File: config.mk
export PLATFORM = sky130hd
export DESIGN_NAME = pcpi_issuer
export DESIGN_NICKNAME = d
export VERILOG_FILES = /design/src/rtl/pcpi_issuer.sv
export SDC_FILE = /design/constraint.sdc
export NUM_CORES = 1
export LEC_CHECK = 0
export CAP_MARGIN = 20
export CORE_MARGIN = 1.5
export CORE_UTILIZATION = 38
export CTS_BUF_LIST = sky130_fd_sc_hd__clkbuf_2
export DETAILED_ROUTE_END_ITERATION = 10
export PLACE_DENSITY = 0.86
export SETUP_SLACK_MARGIN = 0.1
export SLEW_MARGIN = 10
export SYNTH_ARGS = -nofsm -noshare
export SYNTH_HDL_FRONTEND = slang
export SYNTH_SLANG_ARGS = --single-unit
File: constraint.sdc
create_clock -name clk -period 1.4 [get_ports clk]
set_input_delay 0.21 -clock clk [delete_from_list [all_inputs] [get_ports clk]]
set_output_delay 0.21 -clock clk [all_outputs]
set_load 0.01 [all_outputs]
File: src/rtl/pcpi_issuer.sv
// PCPI initiator: takes one command upstream, drives the PCPI request, returns the result downstream.
// Optional define PCPI_TIMEOUT_EN aborts requests left unclaimed for TIMEOUT_CYCLES idle cycles.
module pcpi_issuer #(
  parameter int unsigned TIMEOUT_CYCLES = 16
) (
  input  logic        clk,
  input  logic        resetn,
  input  logic        cmd_valid,
  output logic        cmd_ready,
  input  logic [31:0] cmd_insn,
  input  logic [31:0] cmd_rs1,
  input  logic [31:0] cmd_rs2,
  output logic        pcpi_valid,
  output logic [31:0] pcpi_insn,
  output logic [31:0] pcpi_rs1,
  output logic [31:0] pcpi_rs2,
  input  logic        pcpi_ready,
  input  logic        pcpi_wr,
  input  logic        pcpi_busy,
  input  logic [31:0] pcpi_rd,
  output logic        rsp_valid,
  input  logic        rsp_ready,
  output logic [31:0] rsp_data,
  output logic        rsp_wr,
  output logic        rsp_err,
  output logic [7:0]  rsp_cycles
);

  typedef enum logic [1:0] {IDLE, ISSUE, RESP} state_t;

  state_t state_q, state_d;
  logic   timeout_hit;

  assign cmd_ready = (state_q == IDLE);

`ifdef PCPI_TIMEOUT_EN
  logic [7:0] to_cnt;

  // Ready arriving in the same cycle as the timeout takes priority.
  assign timeout_hit = (state_q == ISSUE) && !pcpi_ready && !pcpi_busy &&
                       (to_cnt == 8'(TIMEOUT_CYCLES - 1));

  always_ff @(posedge clk or negedge resetn) begin
    if (!resetn) begin
      to_cnt <= '0;
    end else if (state_q != ISSUE || pcpi_busy || pcpi_ready) begin
      to_cnt <= '0;
    end else begin
      to_cnt <= to_cnt + 8'd1;
    end
  end
`else
  logic unused_ok;

  assign timeout_hit = 1'b0;
  assign unused_ok   = ^{pcpi_busy, (TIMEOUT_CYCLES != 0)};
`endif

  always_ff @(posedge clk or negedge resetn) begin
    if (!resetn) begin
      state_q <= IDLE;
    end else begin
      state_q <= state_d;
    end
  end

  always_comb begin
    state_d = state_q;
    case (state_q)
      IDLE:    if (cmd_valid) state_d = ISSUE;
      ISSUE:   if (pcpi_ready || timeout_hit) state_d = RESP;
      RESP:    if (rsp_ready) state_d = IDLE;
      default: state_d = IDLE;
    endcase
  end

  always_ff @(posedge clk or negedge resetn) begin
    if (!resetn) begin
      pcpi_valid <= 1'b0;
      pcpi_insn  <= '0;
      pcpi_rs1   <= '0;
      pcpi_rs2   <= '0;
      rsp_valid  <= 1'b0;
      rsp_data   <= '0;
      rsp_wr     <= 1'b0;
      rsp_err    <= 1'b0;
      rsp_cycles <= '0;
    end else begin
      case (state_q)
        IDLE: begin
          if (cmd_valid) begin
            pcpi_valid <= 1'b1;
            pcpi_insn  <= cmd_insn;
            pcpi_rs1   <= cmd_rs1;
            pcpi_rs2   <= cmd_rs2;
            rsp_cycles <= '0;
          end
        end
        ISSUE: begin
          if (rsp_cycles != '1) rsp_cycles <= rsp_cycles + 8'd1;
          if (pcpi_ready) begin
            pcpi_valid <= 1'b0;
            rsp_valid  <= 1'b1;
            rsp_data   <= pcpi_wr ? pcpi_rd : '0;
            rsp_wr     <= pcpi_wr;
            rsp_err    <= 1'b0;
          end else if (timeout_hit) begin
            pcpi_valid <= 1'b0;
            rsp_valid  <= 1'b1;
            rsp_data   <= '0;
            rsp_wr     <= 1'b0;
            rsp_err    <= 1'b1;
          end
        end
        RESP: begin
          if (rsp_ready) begin
            rsp_valid <= 1'b0;
            rsp_err   <= 1'b0;
          end
        end
        default: ;
      endcase
    end
  end

endmodule
==> metrics, run 1 <==
Worst Reg-to-Reg Cells=8; Synth area leader=dfrtp_1; core region area=~14000 sq um; post-DP HPWL=roughly 11000 microns; endpoints failing hold=0; vias in the first global route=5381; Int Pwr=13.84 mW; mux contribution to synthesized area=around 22%; Comb pwr share=between 50% and 60%; commonest non-fill, non-tap cells in the layout=140 x dfrtp_1, 132 x clkdlybuf4s50_1, 97 x mux2_4, 95 x buf_4, 84 x buf_6; worst slew pin tran=between 0.6 and 0.7 ns; met3 wire len=roughly 1400 microns; num ports=276; met2 wire length=roughly 12000 microns; Detailed Route WL=between 20000 and 25000 microns; wl on met1=7868 microns; status=finished, violations left; Synth Area in Compound Gates=4.686%; Hold Crit Class=in -> reg; Antenna Nets Post-Route=0; HP Start=rsp_ready; initial DRC count=223; nets=around 1000; later-pin clock latency in the skew report=~0.74 ns; GPL Wtd Cong=between 0.7 and 0.8; fmax=between 0.5 and 0.6 GHz; vias per cell=slightly below 5; final worst slack=-0.3275 ns; Horiz. Die Dim=roughly 120 microns; Mapped Area=about 5600 sq um; CP arrival=roughly 2.4 ns; FF-to-FF Start=state_q[1]$_DFFE_PN0P_; ys async rst share=100.0%; CP startpoint=state_q[1]$_DFFE_PN0P_; CP Buf/Inv Count=4; global-route wire length before repair=between 20000 and 30000 microns; 1st-pass router iterations=5; die area=15350 sq um; Die Span Y=123.9 microns; cell depth of the worst min-delay path=2; Main synth FF type=dfrtp_1; syn_nets=543; worst path required time=between 2 and 2.5 ns; via count=between 5000 and 6000; clock-pin transition on the worst setup and hold timing paths=approximately 0.22 ns; CTS Buf Count=17; Clk network pwr share=between 10 and 15%; r2r endpoint=rsp_data[6]$_DFFE_PN0P_; Final Cycle Share=123.4%; WL per Instance=around 21 microns; xor/xnor share of the synthesized area=0.1577%; gr usage total=roughly 26%; unrepaired setup endpoints after global routing=true; Post-synth EDFFs=0; H-tree depth=4; Yosys top cell area share=between 60% and 70%; Fill cells=roughly 780; fin. max-slew vios=0; P_sw=just over 7 mW; most common cell after layout, fill and taps aside=dfrtp_1; clk sinks=between 100 and 150; Max Used Layer=met4; global route overflow=0; Power Total=about 21 mW; Adder-Cell Fraction of Synth Area=less than 1%; setup slack, reg-to-reg=-0.33 ns; Worst Setup End Kind=flop; skew final=between 0.04 and 0.05 ns; synthesized area per cell=~14 sq um; setup violators final=approximately 280; Unique masters post-synth=29; Crit-path slowest cell=dfrtp_1; hold endpoint=state_q[1]$_DFFE_PN0P_; Tmin final=approximately 1.7 ns; Synth Area in Simple Gates=under 10%; DRC Markers=0; Buffers on Ports=around 270; Crit path largest cell delay=about 0.46 ns; Syn-to-layout area delta=95.70%; pin count of the biggest net entering global routing=40; post-synthesis register bit count=around 140; power per cell area=between 1500 and 2000 nW/um^2; maximum VDD drop=approximately 0.00096 V; kind of critical path=reg -> reg; Switching Share=roughly a third; static leakage=5.237 nW; antenna violations before repair=0; share of layout cells above drive strength 1=just over 50%; Max Cap Viol=0; failing checks=setup timing; sequential element share of the synthesized area=between 60 and 70%; Placed Area=between 8000 and 9000 sq um; largest family of logic cells by synthesized area=multiplexers; Worst path top cell family by delay=buffers and inverters; Root Driver=clkbuf_2; Synth Warn #=0; maximum root-to-sink buffer count=2; Initial Util=slightly below 40%; cell breakdown of the critical path=buf_4, buf_6, and2b_4, nand2_8, buf_12, buf_16, nand2_1, o21ai_0; Area contributors post-synth=dfrtp_1 64%, mux2_2 16%, mux2_4 5.1%, nand2_1 4.7%, o21ai_0 3.5%; CTS tree=built; Std-Cell Rows=between 40 and 50; worst-path fanout max=5; Flop pwr share=33.9%; CP startpoint kind=flop; worst rel slew slack=between 50% and 60%; finished layout cell area=10870 sq um; Post-Synthesis Cells=about 410
## through the flow
step                      setup slack [ns]  hold slack (ns)  setup TNS, ns  util [%]  std cells
after floorplan                    -0.1377         -0.08559         -6.623         -        407
after global placement             -0.2438           0.1330         -21.78     61.32        863
after detailed placement           -0.2752           0.1423         -24.74     61.32        863
after CTS                          -0.3535         0.003153         -41.21     71.37       1000
after global routing               -0.4159         0.009797         -59.35     77.09       1055
final                              -0.3275          0.07750         -39.87     77.11       1056
## cell usage after synthesis, types with 4 or more instances
cell type  number
a21oi_1         4
buf_2           4
buf_4           9
clkbuf_1        7
dfrtp_1       141
mux2_2         79
mux2_4         19
nand2_1        69
nand4_1         4
nor2_1          4
o21ai_0        39
## worst max path at each step
stage                                    end  slack (ns)  cells after the start
global route                       cmd_ready       -0.42                      3
floorplan           pcpi_rs1[10]$_DFFE_PN0P_       -0.14                      7
finish               rsp_data[6]$_DFFE_PN0P_       -0.33                      8
CTS                                cmd_ready       -0.35                      3
global placement    pcpi_rs2[17]$_DFFE_PN0P_       -0.24                      4
detailed placement  pcpi_rs2[15]$_DFFE_PN0P_       -0.28                      4
## power by group through the flow
stage                     registers (mW)  logic, mW  clock network, mW
final                               7.10       11.3               2.55
after global routing                7.26       11.8               2.77
after CTS                           6.81       9.17               2.52
after detailed placement            6.90       7.90                  0
after global placement              6.80       7.69                  0
after floorplan                     7.62       2.35                  0
## cell type report
| cell class | count | area [sq um] | share of cell area (%) |
|---|---|---|---|
| multi-input combinational | 241 | 2312 | 21.27 |
| antenna | 1 | 2.502 | 0.02302 |
| tap | 180 | 225.2 | 2.072 |
| timing repair buffer | 458 | 4544 | 41.81 |
| clock inverter | 13 | 148.9 | 1.370 |
| inverter | 3 | 11.26 | 0.1036 |
| clock buffer | 19 | 95.09 | 0.8749 |
| sequential | 141 | 3530 | 32.47 |
## sequential cells by signal (all words and copies together) (netlist names)
| signal | cells |
|---|---|
| pcpi_insn | 32 |
| pcpi_rs1 | 32 |
| pcpi_rs2 | 32 |
| pcpi_valid | 1 |
| rsp_cycles | 8 |
| rsp_data | 32 |
| rsp_valid | 1 |
| rsp_wr | 1 |
| state_q | 2 |
## metal layers
layer,vias up,track usage [%]
li1,2316,-
met1,2622,26.27
met2,253,48.93
met3,60,6.731
met4,0,12.29
met5,-,0
## cells by family (layout without fill, tap and decap cells)
| logic type | after synthesis | after routing |
|---|---|---|
| other cells | 1 | 2 |
| fa+ha+maj | 1 | 1 |
| flops | 141 | 141 |
| mux | 100 | 100 |
| buf+inv | 27 | 493 |
| xor+xnor | 1 | 1 |
| compound gates | 49 | 49 |
| simple gates | 87 | 89 |
## what timing repair did
action                                  in CTS  in global routing
gates resized for setup                    722                101
endpoints found under the setup margin     278                279
cloned                                      16                  4
pin swaps                                    6                  5
hold buffers                                34                  0
setup buffers                               55                 55
hold endpoints to repair                   173                  0
(Power assumes the default switching activity.)
==> run 2: changes to the inputs <==
--- a/config.mk
+++ b/config.mk
@@ -6,6 +6,7 @@
 export NUM_CORES = 1
 export LEC_CHECK = 0
 export CAP_MARGIN = 20
+export CORE_ASPECT_RATIO = 1.1
 export CORE_MARGIN = 1.5
 export CORE_UTILIZATION = 38
 export CTS_BUF_LIST = sky130_fd_sc_hd__clkbuf_2
==> metrics, run 2 (same netlist as run 1, synthesis figures left out) <==
status=finished, violations left; failing checks=setup timing; r2r endpoint=pcpi_rs1[16]$_DFFE_PN0P_; Horiz. Die Dim=118.3 microns (-4.5%); later-pin clock latency in the skew report=0.74 ns (about the same); Max Cap Viol=0 (unchanged); static leakage=5.126 nW (-2.1%); gr usage total=25.61% (-0.24 points); Die Span Y=129.8 microns (+4.8%); fmax=0.5793 GHz (about the same); clock-pin transition on the worst setup and hold timing paths=0.25 ns (+0.03 ns); commonest non-fill, non-tap cells in the layout=140 x dfrtp_1, 132 x clkdlybuf4s50_1, 95 x buf_4, 92 x buf_2, 87 x mux2_4; setup violators final=275 (-0.72%); Worst Setup End Kind=flop; endpoints failing hold=0 (unchanged); Worst Reg-to-Reg Cells=7 (-1); Antenna Nets Post-Route=0 (unchanged); share of layout cells above drive strength 1=49.83% (-1.1 points); CTS Buf Count=17 (unchanged); antenna violations before repair=0 (unchanged); DRC Markers=0 (unchanged); Syn-to-layout area delta=91.26%; pre-CTS WS=-0.3016 ns (-0.02644 ns); post-DP HPWL=11130 microns (-3.2%); CTS tree=built; CP arrival=2.33 ns (-0.05 ns); Std-Cell Rows=46 (+7.0%); H-tree depth=4 (unchanged); vias per cell=4.939 (-0.67%); Tmin final=1.726 ns (-0.001298 ns); Hold Crit Class=in -> reg; num ports=276 (unchanged); global-route wire length before repair=29610 microns (+1.2%); Finished Layout Cells=1057 (+0.095%); fin. max-slew vios=0 (unchanged); Final Cycle Share=123.3% (about the same); power per cell area=1928 nW/um^2 (about the same); global route overflow=0 (unchanged); WL per Instance=20.84 microns (-1.6%); nets=988 (-1.0%); Fill cells=820 (+5.7%); maximum root-to-sink buffer count=2 (unchanged); setup slack, reg-to-reg=-0.33 ns (about the same); 1st-pass router iterations=4 (-1); Setup crit end=pcpi_rs1[16]$_DFFE_PN0P_; skew final=0.04873 ns (+0.008261 ns); kind of critical path=reg -> reg; core region area=14330 sq um (+1.7%); most common cell after layout, fill and taps aside=dfrtp_1; maximum VDD drop=0.001007 V (+4.7%); initial DRC count=289 (+30%); vias in the first global route=5263 (-2.2%); worst path required time=2.01 ns (-0.04 ns); Buffers on Ports=273 (unchanged); pin count of the biggest net entering global routing=38 (-5.0%); die area=15350 sq um (about the same); Inst Count DP=871 (+0.93%); antenna cells=0 (-1); Root Driver=clkbuf_2; final worst slack=-0.3262 ns (+0.001298 ns); CP startpoint kind=flop; final hold slack=0.05914 ns (-0.01837 ns); CP startpoint=state_q[1]$_DFFE_PN0P_; FF-to-FF Start=state_q[1]$_DFFE_PN0P_; unrepaired setup endpoints after global routing=true; clk sinks=141 (unchanged); Initial Util=38.76% (-0.65 points); via count=5221 (-0.57%); Detailed Route WL=22020 microns (-1.5%); GPL Wtd Cong=0.8164 (+7.2%); worst-path fanout max=7 (+2)
run 2: worst min-delay path by stage:
stage | start | end | slack (ns) | cells after the start
after floorplan | resetn | pcpi_insn[0]$_DFFE_PN0P_ | -0.09 | 0
after global placement | resetn | pcpi_rs2[26]$_DFFE_PN0P_ | 0.13 | 1
after detailed placement | resetn | pcpi_rs1[15]$_DFFE_PN0P_ | 0.13 | 1
after CTS | rsp_ready | state_q[1]$_DFFE_PN0P_ | 0.001 | 2
after global routing | cmd_insn[10] | pcpi_insn[10]$_DFFE_PN0P_ | -0.001 | 2
final | cmd_insn[12] | pcpi_insn[12]$_DFFE_PN0P_ | 0.06 | 2
run 2: layer usage:
layer,global-route usage [%],share of wire (%)
met2,46.44,53
met3,6.774,7.0
met1,28.04,36
met4,12.55,3.2
met5,0,0
run 2: cell type report:
type | instances | area [sq um] | area share [%]
inverters | 3 | 11.26 | 0.1060
well taps | 192 | 240.2 | 2.261
clock buffers | 19 | 95.09 | 0.8952
multi-input cells | 240 | 2208 | 20.79
repair buffers | 449 | 4349 | 40.94
clock inverters | 13 | 188.9 | 1.779
flip-flops and latches | 141 | 3530 | 33.23
run 2: power by group:
group / leakage, nW / internal, mW / total (mW) / switching [mW]
logic: 3.26 / 6.56 / 10.6 / 4.09
clock network: 0.165 / 1.20 / 2.80 / 1.60
registers: 1.71 / 5.80 / 7.03 / 1.23
run 2: worst max-delay path, stage by stage (launching register included):
cell	delay (ns)
dfrtp_1	0.46
nor2_4	0.12
buf_4	0.12
and2_4	0.19
buf_6	0.12
buf_12	0.15
buf_16	0.14
mux2_4	0.31
run 2: what timing repair did:
action                                  4_1_cts  5_1_grt
hold endpoints to repair                    171        1
endpoints found under the setup margin      279      279
gates cloned                                 17        5
pin swaps                                    10        7
hold buffers                                 32        1
gates resized for setup                     700       70
setup buffers                                52       53
run 2: per-stage QoR:
step                      cell area, sq um  util [%]  TNS, ns  power, mW
final                                10620     74.12   -41.92      20.48
after global routing                 10620     74.12   -58.57      21.35
after CTS                             9972     69.58   -39.18      18.59
after detailed placement              8641     60.29   -26.95      14.76
after global placement                8641     60.29   -25.94      14.42
after floorplan                       5599         -   -6.623      9.977
